--- config.mk ---
export PLATFORM = sky130hd
export DESIGN_NAME = keypad_scanner
export DESIGN_NICKNAME = d
export VERILOG_FILES = /design/src/rtl/kp_pkg.sv /design/src/rtl/sync_2ff.sv /design/src/rtl/keypad_scanner.sv
export SDC_FILE = /design/constraint.sdc
export NUM_CORES = 1
export LEC_CHECK = 0
export ABC_CLOCK_PERIOD_IN_PS = 1800
export CAP_MARGIN = 20
export CORE_AREA = 2 2 71 73
export DETAILED_ROUTE_END_ITERATION = 7
export DIE_AREA = 0 0 73 75
export GPL_TIMING_DRIVEN = 0
export MAX_ROUTING_LAYER = met4
export PLACE_DENSITY = 0.65
export SETUP_SLACK_MARGIN = 0.4
export SLEW_MARGIN = 5
export SYNTH_ARGS = -nofsm -noshare
export SYNTH_HDL_FRONTEND = slang
export SYNTH_SLANG_ARGS = --single-unit
--- constraint.sdc ---
create_clock -name clk -period 1.8 [get_ports clk]
set_clock_uncertainty 0.2 [all_clocks]
set_input_delay 0.27 -clock clk [delete_from_list [all_inputs] [get_ports clk]]
set_output_delay 0.27 -clock clk [all_outputs]
set_load 0.01 [all_outputs]
--- src/rtl/kp_pkg.sv ---
// kp_pkg: shared keypad/display types, column strobes and helpers
package kp_pkg;

    typedef enum logic [1:0] {SCAN, DEBOUNCE, PRESSED, RELEASE} state_t;

    localparam logic [3:0] COL0 = 4'b1110;
    localparam logic [3:0] COL1 = 4'b1101;
    localparam logic [3:0] COL2 = 4'b1011;
    localparam logic [3:0] COL3 = 4'b0111;

    localparam int KEY_W = 4;

    function automatic logic [3:0] col_strobe(input logic [1:0] idx);
        return idx == 2'd0 ? COL0 : idx == 2'd1 ? COL1 : idx == 2'd2 ? COL2 : COL3;
    endfunction

    function automatic logic [1:0] low_row(input logic [3:0] rs);
        return !rs[0] ? 2'd0 : !rs[1] ? 2'd1 : !rs[2] ? 2'd2 : 2'd3;
    endfunction

endpackage

--- src/rtl/sync_2ff.sv ---
// sync_2ff: two-flop synchronizer for asynchronous active-low inputs, idles high
module sync_2ff #(
    parameter int W = 4
) (
    input  logic         clk,
    input  logic         rst_n,
    input  logic [W-1:0] i_d,
    output logic [W-1:0] o_q
);

    logic [W-1:0] r_m;
    logic [W-1:0] r_q;

    // two-stage capture, released lines read as all-ones
    always_ff @(posedge clk or negedge rst_n) begin
        if (!rst_n) begin
            r_m <= '1;
            r_q <= '1;
        end else begin
            r_m <= i_d;
            r_q <= r_m;
        end
    end

    assign o_q = r_q;

endmodule

--- src/rtl/keypad_scanner.sv ---
// keypad_scanner: 4x4 matrix scan with press/release debounce and valid/ack key handoff
module keypad_scanner
    import kp_pkg::*;
#(
    parameter int SCAN_DIV     = 50000,
    parameter int DEBOUNCE_CNT = 4
) (
    input  logic             clk,
    input  logic             rst_n,
    input  logic [3:0]       row,
    output logic [3:0]       col,
    output logic [KEY_W-1:0] key_code,
    output logic             key_valid,
    input  logic             key_ack,
    output logic             key_held,
    output logic             overrun
);

    localparam int SW = $clog2(SCAN_DIV);
    localparam int CW = $clog2(DEBOUNCE_CNT + 1);

    state_t           r_state;
    state_t           w_next;
    logic [SW-1:0]    r_slot;
    logic [CW-1:0]    r_cnt;
    logic [CW-1:0]    w_cnt;
    logic [CW-1:0]    w_inc;
    logic [1:0]       r_col_idx;
    logic [1:0]       w_col_idx;
    logic [1:0]       r_row;
    logic [1:0]       w_row;
    logic [KEY_W-1:0] r_code;
    logic [KEY_W-1:0] w_code;
    logic             r_valid;
    logic             w_valid;
    logic             r_held;
    logic             w_held;
    logic             r_ovr;
    logic             w_ovr;
    logic [3:0]       w_rs;
    logic             w_sp;
    logic             w_hit;

    sync_2ff #(.W(4)) u_sync (
        .clk   (clk),
        .rst_n (rst_n),
        .i_d   (row),
        .o_q   (w_rs)
    );

    assign w_sp  = r_slot == SW'(SCAN_DIV - 1);
    assign w_inc = r_cnt + CW'(1);
    assign w_hit = w_inc == CW'(DEBOUNCE_CNT);

    // state register
    always_ff @(posedge clk or negedge rst_n) begin
        if (!rst_n) r_state <= SCAN;
        else        r_state <= w_next;
    end

    // next state and next datapath values; only sample points move the scan
    always_comb begin
        w_next    = r_state;
        w_cnt     = r_cnt;
        w_col_idx = r_col_idx;
        w_row     = r_row;
        w_code    = r_code;
        w_valid   = r_valid & ~key_ack;
        w_held    = r_held;
        w_ovr     = 1'b0;
        case (r_state)
            SCAN: begin
                if (w_sp && w_rs != 4'hF) begin
                    w_next = DEBOUNCE;
                    w_cnt  = '0;
                    w_row  = low_row(w_rs);
                end else if (w_sp) begin
                    w_col_idx = r_col_idx + 2'd1;
                end
            end
            DEBOUNCE: begin
                if (w_sp && !w_rs[r_row]) begin
                    w_cnt  = w_inc;
                    w_next = w_hit ? PRESSED : DEBOUNCE;
                end else if (w_sp) begin
                    w_next    = SCAN;
                    w_col_idx = r_col_idx + 2'd1;
                end
            end
            PRESSED: begin
                w_code  = {r_row, r_col_idx};
                w_valid = 1'b1;
                w_held  = 1'b1;
                w_ovr   = r_valid & ~key_ack;
                w_cnt   = '0;
                w_next  = RELEASE;
            end
            RELEASE: begin
                if (w_sp && w_rs == 4'hF) begin
                    w_cnt = w_inc;
                    if (w_hit) begin
                        w_held    = 1'b0;
                        w_next    = SCAN;
                        w_col_idx = r_col_idx + 2'd1;
                    end
                end else if (w_sp) begin
                    w_cnt = '0;
                end
            end
            default: w_next = SCAN;
        endcase
    end

    // slot timer and datapath registers
    always_ff @(posedge clk or negedge rst_n) begin
        if (!rst_n) begin
            r_slot    <= '0;
            r_cnt     <= '0;
            r_col_idx <= '0;
            r_row     <= '0;
            r_code    <= '0;
            r_valid   <= 1'b0;
            r_held    <= 1'b0;
            r_ovr     <= 1'b0;
        end else begin
            r_slot    <= w_sp ? '0 : r_slot + SW'(1);
            r_cnt     <= w_cnt;
            r_col_idx <= w_col_idx;
            r_row     <= w_row;
            r_code    <= w_code;
            r_valid   <= w_valid;
            r_held    <= w_held;
            r_ovr     <= w_ovr;
        end
    end

    assign col       = col_strobe(r_col_idx);
    assign key_code  = r_code;
    assign key_valid = r_valid;
    assign key_held  = r_held;
    assign overrun   = r_ovr;

endmodule

== After elaboration in Yosys (flattened, before gate mapping) ==
Index checks and enable logic that the tools add are counted.
Word-level totals
  bits in registers: 40
  output and inout port bits: 11
  logic and storage cells: 79
Operators by class
  add/sub/neg operators: 3
  order comparisons: 1
  eq/ne operators: 17
  multiplexer cells: 32
  bitwise operators: 2
  reduce and logical (&&, ||, !) cells: 13
Operator list (count)
  2-bit two-way mux: 13
  16-bit by 1-bit adder with 16-bit output, second input constant: 1
  16-bit equality test, second input constant: 1
  16-bit two-way mux: 1
  3-bit two-way mux: 4
  4-bit two-way mux: 3
  2-bit inequality test, second input constant: 6
  3-bit case mux with 4 select lines: 1
  2-bit case mux with 4 select lines: 1
  2-bit equality test, second input constant: 3
  1-bit two-way mux: 6
  3-bit inequality test, second input constant: 2
  2-bit case mux with 3 select lines: 1
  3-bit AND reduction: 2
  5-bit AND reduction: 1
  2-bit by 1-bit equality test with 1-bit output, second input constant: 2
  4-bit equality test, second input constant: 1
  2-bit logical NOT: 2
  4-bit inequality test, second input constant: 1
  4-bit AND reduction: 1
  3-bit by 1-bit adder with 3-bit output, second input constant: 1
  3-bit equality test, second input constant: 1
  1-bit logical AND: 3
  2-bit by 3-bit less-than comparator with 1-bit output, second input constant: 1
  other kinds (9): 9

== Logic depth before layout (Yosys ltp) ==
Gate-level depths: netlist of run 1.
  depth after elaboration: 6
  mapped depth: 7
  mapped depth without buffers: 6

== Cells and area by module ==
From an unflattened synthesis of run 1, not the netlist that was laid out.
Second synthesis, totals
  cells, all modules: 173
  area total of the unflattened synthesis: 1879.3 sq um
By module, submodules not included
  keypad_scanner: times used 1, cells each 165, area each 1669.1 sq um
  sync_2ff: times used 1, cells each 8, area each 210.2 sq um

== Least setup slack after synthesis of run 1 ==
OpenSTA, ideal clock, no wires.
  path kind: reg-to-reg
  from: register r_slot[0]
  to: register r_cnt[1]
  setup time: 0.122 ns
  arrival: 1.594 ns
  data required time: 1.478 ns
  slack: -0.116 ns
  stages on the path, launching flop included: 8
  buffers on the path: 1
  clock period less this slack: 1.916 ns
  cell sequence: dfrtp_1 -> ha_1 -> and3_1 -> and4_4 -> buf_6 -> nand2_2 -> a22o_1 -> a32o_1
On the way
  word-level cells in the longest chain between the ends: 4
  elaborated cells between the ends (all ways): 10
  those cells by class: 4 x eq/ne; 2 x mux; 4 x reduce/logical
Ends and longest elaborated chain
  start: declaration: RTL line keypad_scanner.sv:24  | logic [SW-1:0] r_slot;
  start signal: assignment: RTL line keypad_scanner.sv:126  | r_slot <= w_sp ? '0 : r_slot + SW'(1);
  16-bit equality test (*): RTL line keypad_scanner.sv:51  | assign w_sp = r_slot == SW'(SCAN_DIV - 1);
  1-bit logical AND (on tied branches): RTL line keypad_scanner.sv:99, keypad_scanner.sv:73, keypad_scanner.sv:82
  3-bit two-way mux (tied with other cells): RTL line keypad_scanner.sv:99  | if (w_sp && w_rs == 4'hF) begin
  3-bit case mux with 4 select lines or 3-bit AND reduction (tied branches)
  end signal: assignment: RTL line keypad_scanner.sv:127  | r_cnt <= w_cnt;
  end: declaration: RTL line keypad_scanner.sv:25  | logic [CW-1:0] r_cnt;
Mark *: on every way between the ends. The rest lies on a longest branch, timed or not.
A chain may end at the register's enable or synchronous reset.

== Worst setup path in the final report of run 1 ==
  from: register r_slot[5]
  to: register r_cnt[2]
The elaborated chain is that of the path after synthesis.

==> flow_metrics.tcl, run 1 <==
set metrics [dict create \
    min_period_over_period_pct 105.3 \
    path_depth 6 \
    fin_nets 226 \
    reg2reg_depth 6 \
    drtAntennaViolNets 0 \
    via_per_inst 5.161 \
    status "finished, violations left" \
    ys_ff_latch 40 \
    rows 25 \
    max-vdd-ir-drop_v 0.0006774 \
    antennaDiodeCount 0 \
    antenna_found_initial 0 \
    dp_hpwl_um 2252 \
    slew_viol_final 0 \
    grt.total_usage_pct 15.09 \
    timing.final.hold_violations 32 \
    max_stage_delay_ns 0.42 \
    p_per_area_nw_per_um2 671.5 \
    post-route-min-period_ns 1.896 \
    cts_max_path_buffers 2 \
    routedWlPerCell_um 14.50 \
    clk_pin_slew_worst_paths_ns 0.08 \
    syn_nets 175 \
    crit_path_end_kind "flop" \
    start_util_pct 39.01 \
    first_pass_iters 4 \
    path_max_fanout 4 \
    overflow 0 \
    p_seq_share_pct 54.5 \
    cp.arrival_ns 1.87 \
    hp-class "in -> async" \
    finalSetupViolations 4 \
    power_switching_mw 0.3448 \
    postSynthCellCount 161 \
    io_pins 18 \
    slew_headroom_pct 41.67 \
    tritoncts "yes" \
    drt-initial-drc-count 54 \
    cp_top_family "simple AND/OR/NAND/NOR gates" \
    maxCapViolCount 0 \
    die_h_um 75 \
    total_power_mw 1.687 \
    die_w_um 73 \
    cts_sinks 40 \
    die-area_sq_um 5475 \
    wl_um 3872 \
    swShare_pct 20.44 \
    crit_chain "nor4b_4 > and4_4 > buf_8 > nand2_2 > a22o_1 > a32o_1" \
    core_sq_um 4661 \
    p_int_mw 1.342 \
    grt_pass1_wl_um 6085 \
    port_buffers 17 \
    rsz0062_at_grt "true" \
    reg2reg_slack_ns -0.1 \
    grt_max_degree 41 \
    critPathLaunch "r_slot[5]$_DFF_PN0_" \
    vias 1378 \
    start_kind "flop" \
    r2r_start "r_slot[5]$_DFF_PN0_" \
    nFillCells 367 \
    violations "negative hold slack, negative setup slack" \
    path_buf_inv 1 \
    critPathRequiredTime_ns 1.78 \
    place.gp.congestion 0.8006 \
    post_dp_cell_area_sq_um 2066 \
    drive_above_1_share_pct 45.07 \
    syn_avg_cell_area_sq_um 11.29 \
    power_frac_clock_pct 42.8 \
    cts_max_level 2 \
    critPathSlowestCell "dfrtp_1" \
    syn2layout_area_growth_pct 38.20 \
    worst_slack_ns -0.09551 \
    root_buffer "clkbuf_8" \
    fin_area_sq_um 2512 \
    drc_errors 0 \
    clk_latency_ns 0.29 \
    crit_type "reg -> reg" \
    tightest_slew_ns 0.8749 \
    cts_inserted_buffers 5 \
    ys_types 35 \
    ys_seq_area_share_pct 55.61 \
    power_leakage_nw 1.150 \
    syn-cell-area_sq_um 1818 \
    finish.utilization_pct 53.91 \
    timing.fmax_mhz 527.6 \
    comb_power_share_pct 2.6 \
    whs_ns -0.1038 \
    grt_pass1_vias 1340 \
    yosys_warnings 0 \
]
==> power by group through the flow <==
| stage | sequential [mW] | combinational (mW) | clock, mW |
|---|---|---|---|
| final | 0.920 | 0.0447 | 0.722 |
| after global routing | 0.922 | 0.0506 | 0.781 |
| after CTS | 0.920 | 0.0425 | 0.736 |
| after detailed placement | 0.937 | 0.0399 | 0 |
| after global placement | 0.937 | 0.0399 | 0 |
| after floorplan | 0.936 | 0.00885 | 0 |
==> logic make-up after synthesis <==
| group | share of synthesized area, % |
|---|---|
| compound gates | 7.983 |
| xor+xnor | 6.263 |
| fa+ha+maj | 4.817 |
| buf+inv | 3.372 |
| flops | 55.61 |
| mux | 3.647 |
| simple gates | 18.31 |
==> metal layers <==
metal	vias to the layer above	global-route usage, %	share of wire, %
met2	21	24.82	53
met5	-	-	0
met4	0	6.790	1.8
met1	694	18.01	43
li1	654	-	-
met3	9	2.945	1.8
==> repair_timing <==
action                                  4_1_cts  5_1_grt
pin swaps                                    11       11
setup buffers                                19        8
gates resized for setup                      61       26
hold endpoints to repair                     32       32
endpoints found under the setup margin       36       36
==> synthesized netlist by cell type (all sizes together) <==
library cell / instances / area, sq um
nand2: 16 / 62.56
and2: 2 / 12.51
mux2i: 1 / 10.01
ha: 7 / 87.58
o21ai: 12 / 60.05
and4: 3 / 28.78
a32oi: 1 / 8.760
and3: 4 / 25.02
nand3: 8 / 40.04
clkbuf: 1 / 3.750
a21oi: 3 / 15.01
nand2b: 3 / 18.77
buf: 2 / 16.26
dfstp: 8 / 210.2
nand4: 5 / 31.28
a22o: 1 / 8.760
dfrtp: 32 / 800.8
inv: 11 / 41.29
nor4b: 1 / 23.77
a311oi: 1 / 15.01
and4bb: 2 / 25.02
a32o: 3 / 30.03
xnor2: 6 / 52.55
a21o: 1 / 7.510
xor2: 7 / 61.31
mux2: 3 / 33.78
or3: 1 / 6.260
nor3: 2 / 10.01
nor2: 13 / 48.80
mux4: 1 / 22.52
==> per-stage QoR <==
step	setup slack, ns	setup TNS, ns	std cells
global placement	-0.6140	-22.64	232
floorplan	-0.06325	-0.1565	161
finish	-0.09551	-0.2817	267
detailed placement	-0.2045	-1.207	232
CTS	-0.06206	-0.2280	259
global route	-0.1556	-0.9479	267
==> final cells by class <==
| class | instances | area, sq um | area share [%] |
|---|---|---|---|
| sequential | 40 | 1012 | 40.29 |
| multi-input combinational | 107 | 888.4 | 35.36 |
| timing repair buffer | 44 | 361.6 | 14.39 |
| clock buffer | 5 | 68.82 | 2.739 |
| tap | 54 | 67.56 | 2.689 |
| clock inverter | 3 | 42.54 | 1.693 |
| inverter | 11 | 41.29 | 1.643 |
| buffer | 3 | 30.03 | 1.195 |
==> worst reg2reg max path: stages (launching register included) <==
cell	delay (ns)
dfrtp_1	0.42
nor4b_4	0.30
and4_4	0.29
buf_8	0.12
nand2_2	0.04
a22o_1	0.22
a32o_1	0.20
==> state kept, by name, summed over array words and instances, names as in the netlist, 2 cells and up, named ones only <==
signal      count
key_code        4
r_cnt           3
r_col_idx       2
r_row           2
r_slot         16
u_sync.o_q      4
u_sync.r_m      4
==> cells in the final DEF (no fill, tap or decap), types with 3 or more instances in the layout <==
cell / netlist / routed
buf_4: 0 / 22
clkdlybuf4s50_1: 0 / 5
o21ai_1: 1 / 5
inv_1: 11 / 5
buf_6: 1 / 9
o21ai_0: 11 / 5
dfstp_2: 8 / 8
ha_4: 0 / 4
nand3_1: 8 / 5
xnor2_1: 6 / 6
clkbuf_8: 0 / 5
dfrtp_1: 32 / 31
inv_2: 0 / 6
nor2_1: 13 / 9
nand2_2: 1 / 3
a21oi_1: 3 / 3
clkbuf_2: 0 / 6
xor2_1: 7 / 7
nor2_2: 0 / 3
nand2_1: 15 / 13
a32o_1: 3 / 3
nand4_1: 5 / 5
==> final timing paths <==
kind	endpoint
worst max-delay path	r_cnt[2]$_DFFE_PN0P_
worst min-delay path	r_slot[10]$_DFF_PN0_
worst max register to register	r_cnt[2]$_DFFE_PN0P_
worst min register to register	u_sync.o_q[2]$_DFF_PN1_
max in group asynchronous	r_slot[7]$_DFF_PN0_
min in group clk	u_sync.o_q[2]$_DFF_PN1_
(Power assumes the default switching activity.)
==> inputs of run 2 (changes only) <==
CTS_BUF_LIST = sky130_fd_sc_hd__clkbuf_8 sky130_fd_sc_hd__clkbuf_16   (was default)
TNS_END_PERCENT = 1   (was default)
==> flow_metrics.tcl, run 2 (synthesized netlist as in run 1, its figures left out) <==
set metrics [dict create \
    syn2layout_area_growth_pct 30.01 \
    core_sq_um 4661 \
    finalSetupViolations 5 \
    status "finished, violations left" \
    cts_inserted_buffers 5 \
    p_int_mw 1.337 \
    tightest_slew_ns 0.8530 \
    finish.utilization_pct 50.71 \
    final_common_cell "dfrtp_1" \
    maxUsedRoutingLayer "met4" \
    cts_max_path_buffers 2 \
    tritoncts "yes" \
    path_buf_inv 1 \
    grt_pass1_wl_um 5802 \
    p_seq_share_pct 55.3 \
    die_w_um 73 \
    cp.arrival_ns 1.86 \
    largest-register "r_slot" \
    grt.total_usage_pct 14.47 \
    post-route-min-period_ns 1.880 \
    die-area_sq_um 5475 \
    layout_common_cells "30 x dfrtp_1, 15 x nand2_1, 11 x nor2_1" \
    drc_errors 0 \
    cts_max_level 2 \
    vias 1322 \
    place.gp.congestion 0.9087 \
    rows 25 \
    crit_chain "and4bb_2 > and4_4 > buf_8 > nand2_2 > a22o_1 > a32o_1" \
    antennaDiodeCount 0 \
    max_stage_delay_ns 0.42 \
    power_frac_clock_pct 42.2 \
    slew_viol_final 0 \
    antenna_found_initial 0 \
    io_pins 18 \
    root_buffer "clkbuf_8" \
    critPathRequiredTime_ns 1.78 \
    crit_type "reg -> reg" \
    overflow 0 \
    path_max_fanout 4 \
    whs_ns -0.1163 \
    start_util_pct 39.01 \
    wl_um 3343 \
    cts_sinks 40 \
    r2r-end "r_cnt[2]$_DFFE_PN0P_" \
    start_kind "flop" \
    reg2reg_slack_ns -0.08 \
    power_leakage_nw 1.069 \
    grt_pass1_vias 1345 \
    drive_above_1_share_pct 35.03 \
    cp_top_family "simple AND/OR/NAND/NOR gates" \
    critPathLaunch "r_slot[13]$_DFF_PN0_" \
    crit_path_end_kind "flop" \
    drt-initial-drc-count 38 \
    fin_nets 210 \
    r2r_start "r_slot[13]$_DFF_PN0_" \
    worst_slack_ns -0.07984 \
    violations "negative hold slack, negative setup slack" \
    via_per_inst 5.267 \
    dp_slack_ns -0.2086 \
    clk_pin_slew_worst_paths_ns 0.08 \
    drtAntennaViolNets 0 \
    maxCapViolCount 0 \
    p_per_area_nw_per_um2 703.8 \
    hp-class "in -> async" \
    critPathSlowestCell "dfrtp_1" \
    min_period_over_period_pct 104.4 \
    dp_hpwl_um 2313 \
    drt-met1-wl_um 1396 \
    clk_latency_ns 0.30 \
    die_h_um 75 \
    route.met3.wl_um 140 \
    first_pass_iters 4 \
    power_switching_mw 0.3266 \
    comb_power_share_pct 2.5 \
    reg2reg_depth 6 \
    timing.fmax_mhz 532.0 \
    swShare_pct 19.64 \
    wl_met2_um 1744 \
    max-vdd-ir-drop_v 0.0005560 \
    routedWlPerCell_um 13.32 \
    largest_register_ffs 16 \
    grt_max_degree 41 \
    timing.final.hold_violations 32 \
    slew_headroom_pct 43.13 \
    rsz0062_at_grt "true" \
    port_buffers 17 \
]
## run 2: worst reg2reg max path: stages (launching register included)
cell and delay [ns]:
dfrtp_1 0.42, and4bb_2 0.33, and4_4 0.25, buf_8 0.11
nand2_2 0.04, a22o_1 0.21, a32o_1 0.20
## run 2: how the worst max path moves through the flow
stage	to	slack (ns)	depth (start not counted)
6_report	r_cnt[2]$_DFFE_PN0P_	-0.08	6
5_1_grt	r_cnt[2]$_DFFE_PN0P_	-0.18	6
4_1_cts	r_cnt[2]$_DFFE_PN0P_	-0.08	6
3_5_place_dp	r_col_idx[1]$_DFFE_PN0P_	-0.21	5
3_3_place_gp	key_code[0]$_DFFE_PN0P_	-0.60	1
2_1_floorplan	r_cnt[1]$_DFFE_PN0P_	-0.06	7
## run 2: layer usage
| metal | up-vias | global-route usage [%] |
|---|---|---|
| met1 | 653 | 15.59 |
| met4 | 0 | 7.613 |
| met2 | 32 | 24.02 |
| met5 | - | - |
| met3 | 9 | 4.418 |
| li1 | 628 | - |
## run 2: cell type report
type,instances,area [sq um]
clock inverters,3,38.79
inverters,11,46.29
plain buffers,3,36.28
clock buffers,5,68.82
fillers,394,2297
well taps,54,67.56
repair buffers,28,266.5
multi-input cells,107,825.8
flip-flops and latches,40,1013
## run 2: through the flow
stage	setup TNS [ns]	power (mW)	instance area, sq um	std cells	hold slack (ns)
after global placement	-22.23	0.9767	2067	232	0.1475
after CTS	-0.2320	1.687	2340	251	-0.09326
final	-0.2643	1.663	2364	251	-0.1163
after floorplan	-0.1689	0.9445	1829	161	-0.2256
after detailed placement	-1.303	0.9774	2062	232	0.1487
after global routing	-1.053	1.733	2364	251	-0.06358
## run 2: power groups by stage
stage | combinational [mW] | clock (mW) | sequential (mW)
2_1_floorplan | 0.00885 | 0 | 0.936
3_3_place_gp | 0.0399 | 0 | 0.937
3_5_place_dp | 0.0403 | 0 | 0.937
4_1_cts | 0.0422 | 0.725 | 0.920
5_1_grt | 0.0466 | 0.764 | 0.922
6_report | 0.0411 | 0.702 | 0.921
## run 2: what timing repair did
action	CTS	global route
resized for setup	63	8
cloned	0	0
pin swaps	11	4
setup buffers	11	0
setup endpoints to repair	37	36
endpoints found under the hold margin	32	32
==> inputs of run 3 (changes only) <==
ABC_CLOCK_PERIOD_IN_PS = 1810   (was 1800)
CAP_MARGIN = default   (was 20)
PLACE_DENSITY = 0.63   (was 0.65)
clock period = 1.81 ns   (was 1.8 ns; I/O delays follow)
==> flow_metrics.tcl, run 3 (synthesized netlist as in run 1, its figures left out) <==
set metrics [dict create \
    finish.utilization_pct 51.25 \
    post-route-min-period_ns 1.892 \
    tightest_slew_ns 0.8631 \
    path_max_fanout 4 \
    die_h_um 75 \
    start_kind "flop" \
    grt_max_degree 41 \
    die_w_um 73 \
    route.met3.wl_um 85 \
    largest_register_ffs 16 \
    fin_nets 214 \
    power_frac_clock_pct 38.6 \
    violations "negative hold slack, negative setup slack" \
    via_per_inst 5.161 \
    drtAntennaViolNets 0 \
    fin_setup_tns_ns -0.2661 \
    grt_pass1_wl_um 5865 \
    vias 1316 \
    crit_chain "nor4b_4 > and4_4 > buf_8 > nand2_2 > a22o_1 > a32o_1" \
    largest-register "r_slot" \
    rows 25 \
    port_buffers 17 \
    first_pass_iters 4 \
    drc_errors 0 \
    wl_met2_um 1911 \
    dp_hpwl_um 2315 \
    wl_um 3589 \
    final_common_cell "dfrtp_1" \
    clk_pin_slew_worst_paths_ns 0.08 \
    critPathRequiredTime_ns 1.79 \
    critPathLaunch "r_slot[7]$_DFF_PN0_" \
    worst_slack_ns -0.08210 \
    crit_type "reg -> reg" \
    cts_inserted_buffers 5 \
    max_stage_delay_ns 0.43 \
    routedWlPerCell_um 14.07 \
    syn2layout_area_growth_pct 31.38 \
    crit_end "r_cnt[2]$_DFFE_PN0P_" \
    timing.final.hold_violations 32 \
    clk_latency_ns 0.29 \
    place.gp.congestion 0.8081 \
    whs_ns -0.1084 \
    slew_headroom_pct 42.46 \
    crit_path_end_kind "flop" \
    drive_above_1_share_pct 39.80 \
    layout_common_cells "30 x dfrtp_1, 14 x buf_4, 12 x nand2_1" \
    io_pins 18 \
    start_util_pct 39.01 \
    hp-class "in -> async" \
    tritoncts "yes" \
    rsz0062_at_grt "true" \
    status "finished, violations left" \
    critPathSlowestCell "dfrtp_2" \
    root_buffer "clkbuf_8" \
    power_switching_mw 0.3277 \
    antenna_found_initial 0 \
    cts_max_level 2 \
    core_sq_um 4661 \
    slew_viol_final 0 \
    comb_power_share_pct 2.6 \
    nFillCells 411 \
    drt-met1-wl_um 1526 \
    reg2reg_depth 6 \
    p_int_mw 1.230 \
    antennaDiodeCount 0 \
    maxUsedRoutingLayer "met4" \
    r2r_start "r_slot[7]$_DFF_PN0_" \
    reg2reg_slack_ns -0.08 \
    timing.fmax_mhz 528.5 \
    power_leakage_nw 1.104 \
    p_seq_share_pct 58.8 \
    min_period_over_period_pct 104.5 \
    die-area_sq_um 5475 \
    grt_pass1_vias 1283 \
    cts_sinks 40 \
    max-vdd-ir-drop_v 0.0004565 \
    grt.total_usage_pct 14.75 \
    drt-initial-drc-count 37 \
    overflow 0 \
    r2r-end "r_cnt[2]$_DFFE_PN0P_" \
    p_per_area_nw_per_um2 652.0 \
    swShare_pct 21.04 \
    cp.arrival_ns 1.87 \
    finalSetupViolations 6 \
    maxCapViolCount 0 \
    cts_max_path_buffers 2 \
]
==> run 3: cell count changes in the layout (fill, tap and decap cells not counted), sizes merged <==
cell and delta:
buf +5, bufinv -1, clkbuf +5, clkdlybuf4s15 -5, clkinv +1, inv -1
==> run 3: repair_timing <==
item,CTS,global route
setup buffers,15,0
pin swaps,15,14
hold endpoints to repair,32,32
endpoints found under the setup margin,38,36
resized for setup,61,20
==> run 3: per-layer routing <==
layer  track usage (%)  vias to the layer above
met5                 -                        -
met4             8.436                        0
met3             2.945                        6
met2             24.02                       21
met1             17.01                      651
li1                  -                      638
==> run 3: stage by stage <==
step                cells  area, sq um  setup slack, ns  power, mW
floorplan             161         1829         -0.05325     0.9393
global placement      232         2067          -0.6001     0.9710
detailed placement    232         2062          -0.1801     0.9719
CTS                   255         2351         -0.07149      1.576
global route          255         2389          -0.1463      1.621
finish                255         2389         -0.08210      1.557
==> run 3: layout make-up <==
| class | count | area [sq um] | area share, % |
|---|---|---|---|
| well taps | 54 | 67.56 | 2.829 |
| multi-input cells | 107 | 874.6 | 36.62 |
| clock inverters | 2 | 10.01 | 0.4191 |
| repair buffers | 32 | 264.0 | 11.05 |
| inverters | 11 | 46.29 | 1.938 |
| plain buffers | 3 | 30.03 | 1.257 |
| clock buffers | 6 | 82.58 | 3.457 |
| flip-flops and latches | 40 | 1013 | 42.43 |
==> run 3: power by group through the flow <==
stage	combinational, mW	sequential (mW)	clock, mW
final	0.0409	0.916	0.601
after global routing	0.0460	0.917	0.658
after CTS	0.0410	0.916	0.620
after detailed placement	0.0392	0.933	0
after global placement	0.0396	0.931	0
after floorplan	0.00880	0.931	0
==> run 3: worst max-delay path, delay by kind of cell (launching register included) <==
family	cells	cell delay, ns
compound gates	2	0.43
flops	1	0.43
simple gates	3	0.61
buf+inv	1	0.11
==> run 3: how the worst min path moves through the flow <==
| stage | endpoint | slack, ns | cells after the start |
|---|---|---|---|
| 4_1_cts | r_cnt[0]$_DFFE_PN0P_ | -0.08 | 1 |
| 3_5_place_dp | u_sync.o_q[3]$_DFF_PN1_ | 0.15 | 0 |
| 5_1_grt | key_code[2]$_DFFE_PN0P_ | -0.05 | 1 |
| 6_report | r_state[0]$_DFFE_PN0P_ | -0.11 | 1 |
| 3_3_place_gp | u_sync.o_q[1]$_DFF_PN1_ | 0.15 | 0 |
| 2_1_floorplan | asynchronous set/reset pin | -0.22 | 0 |
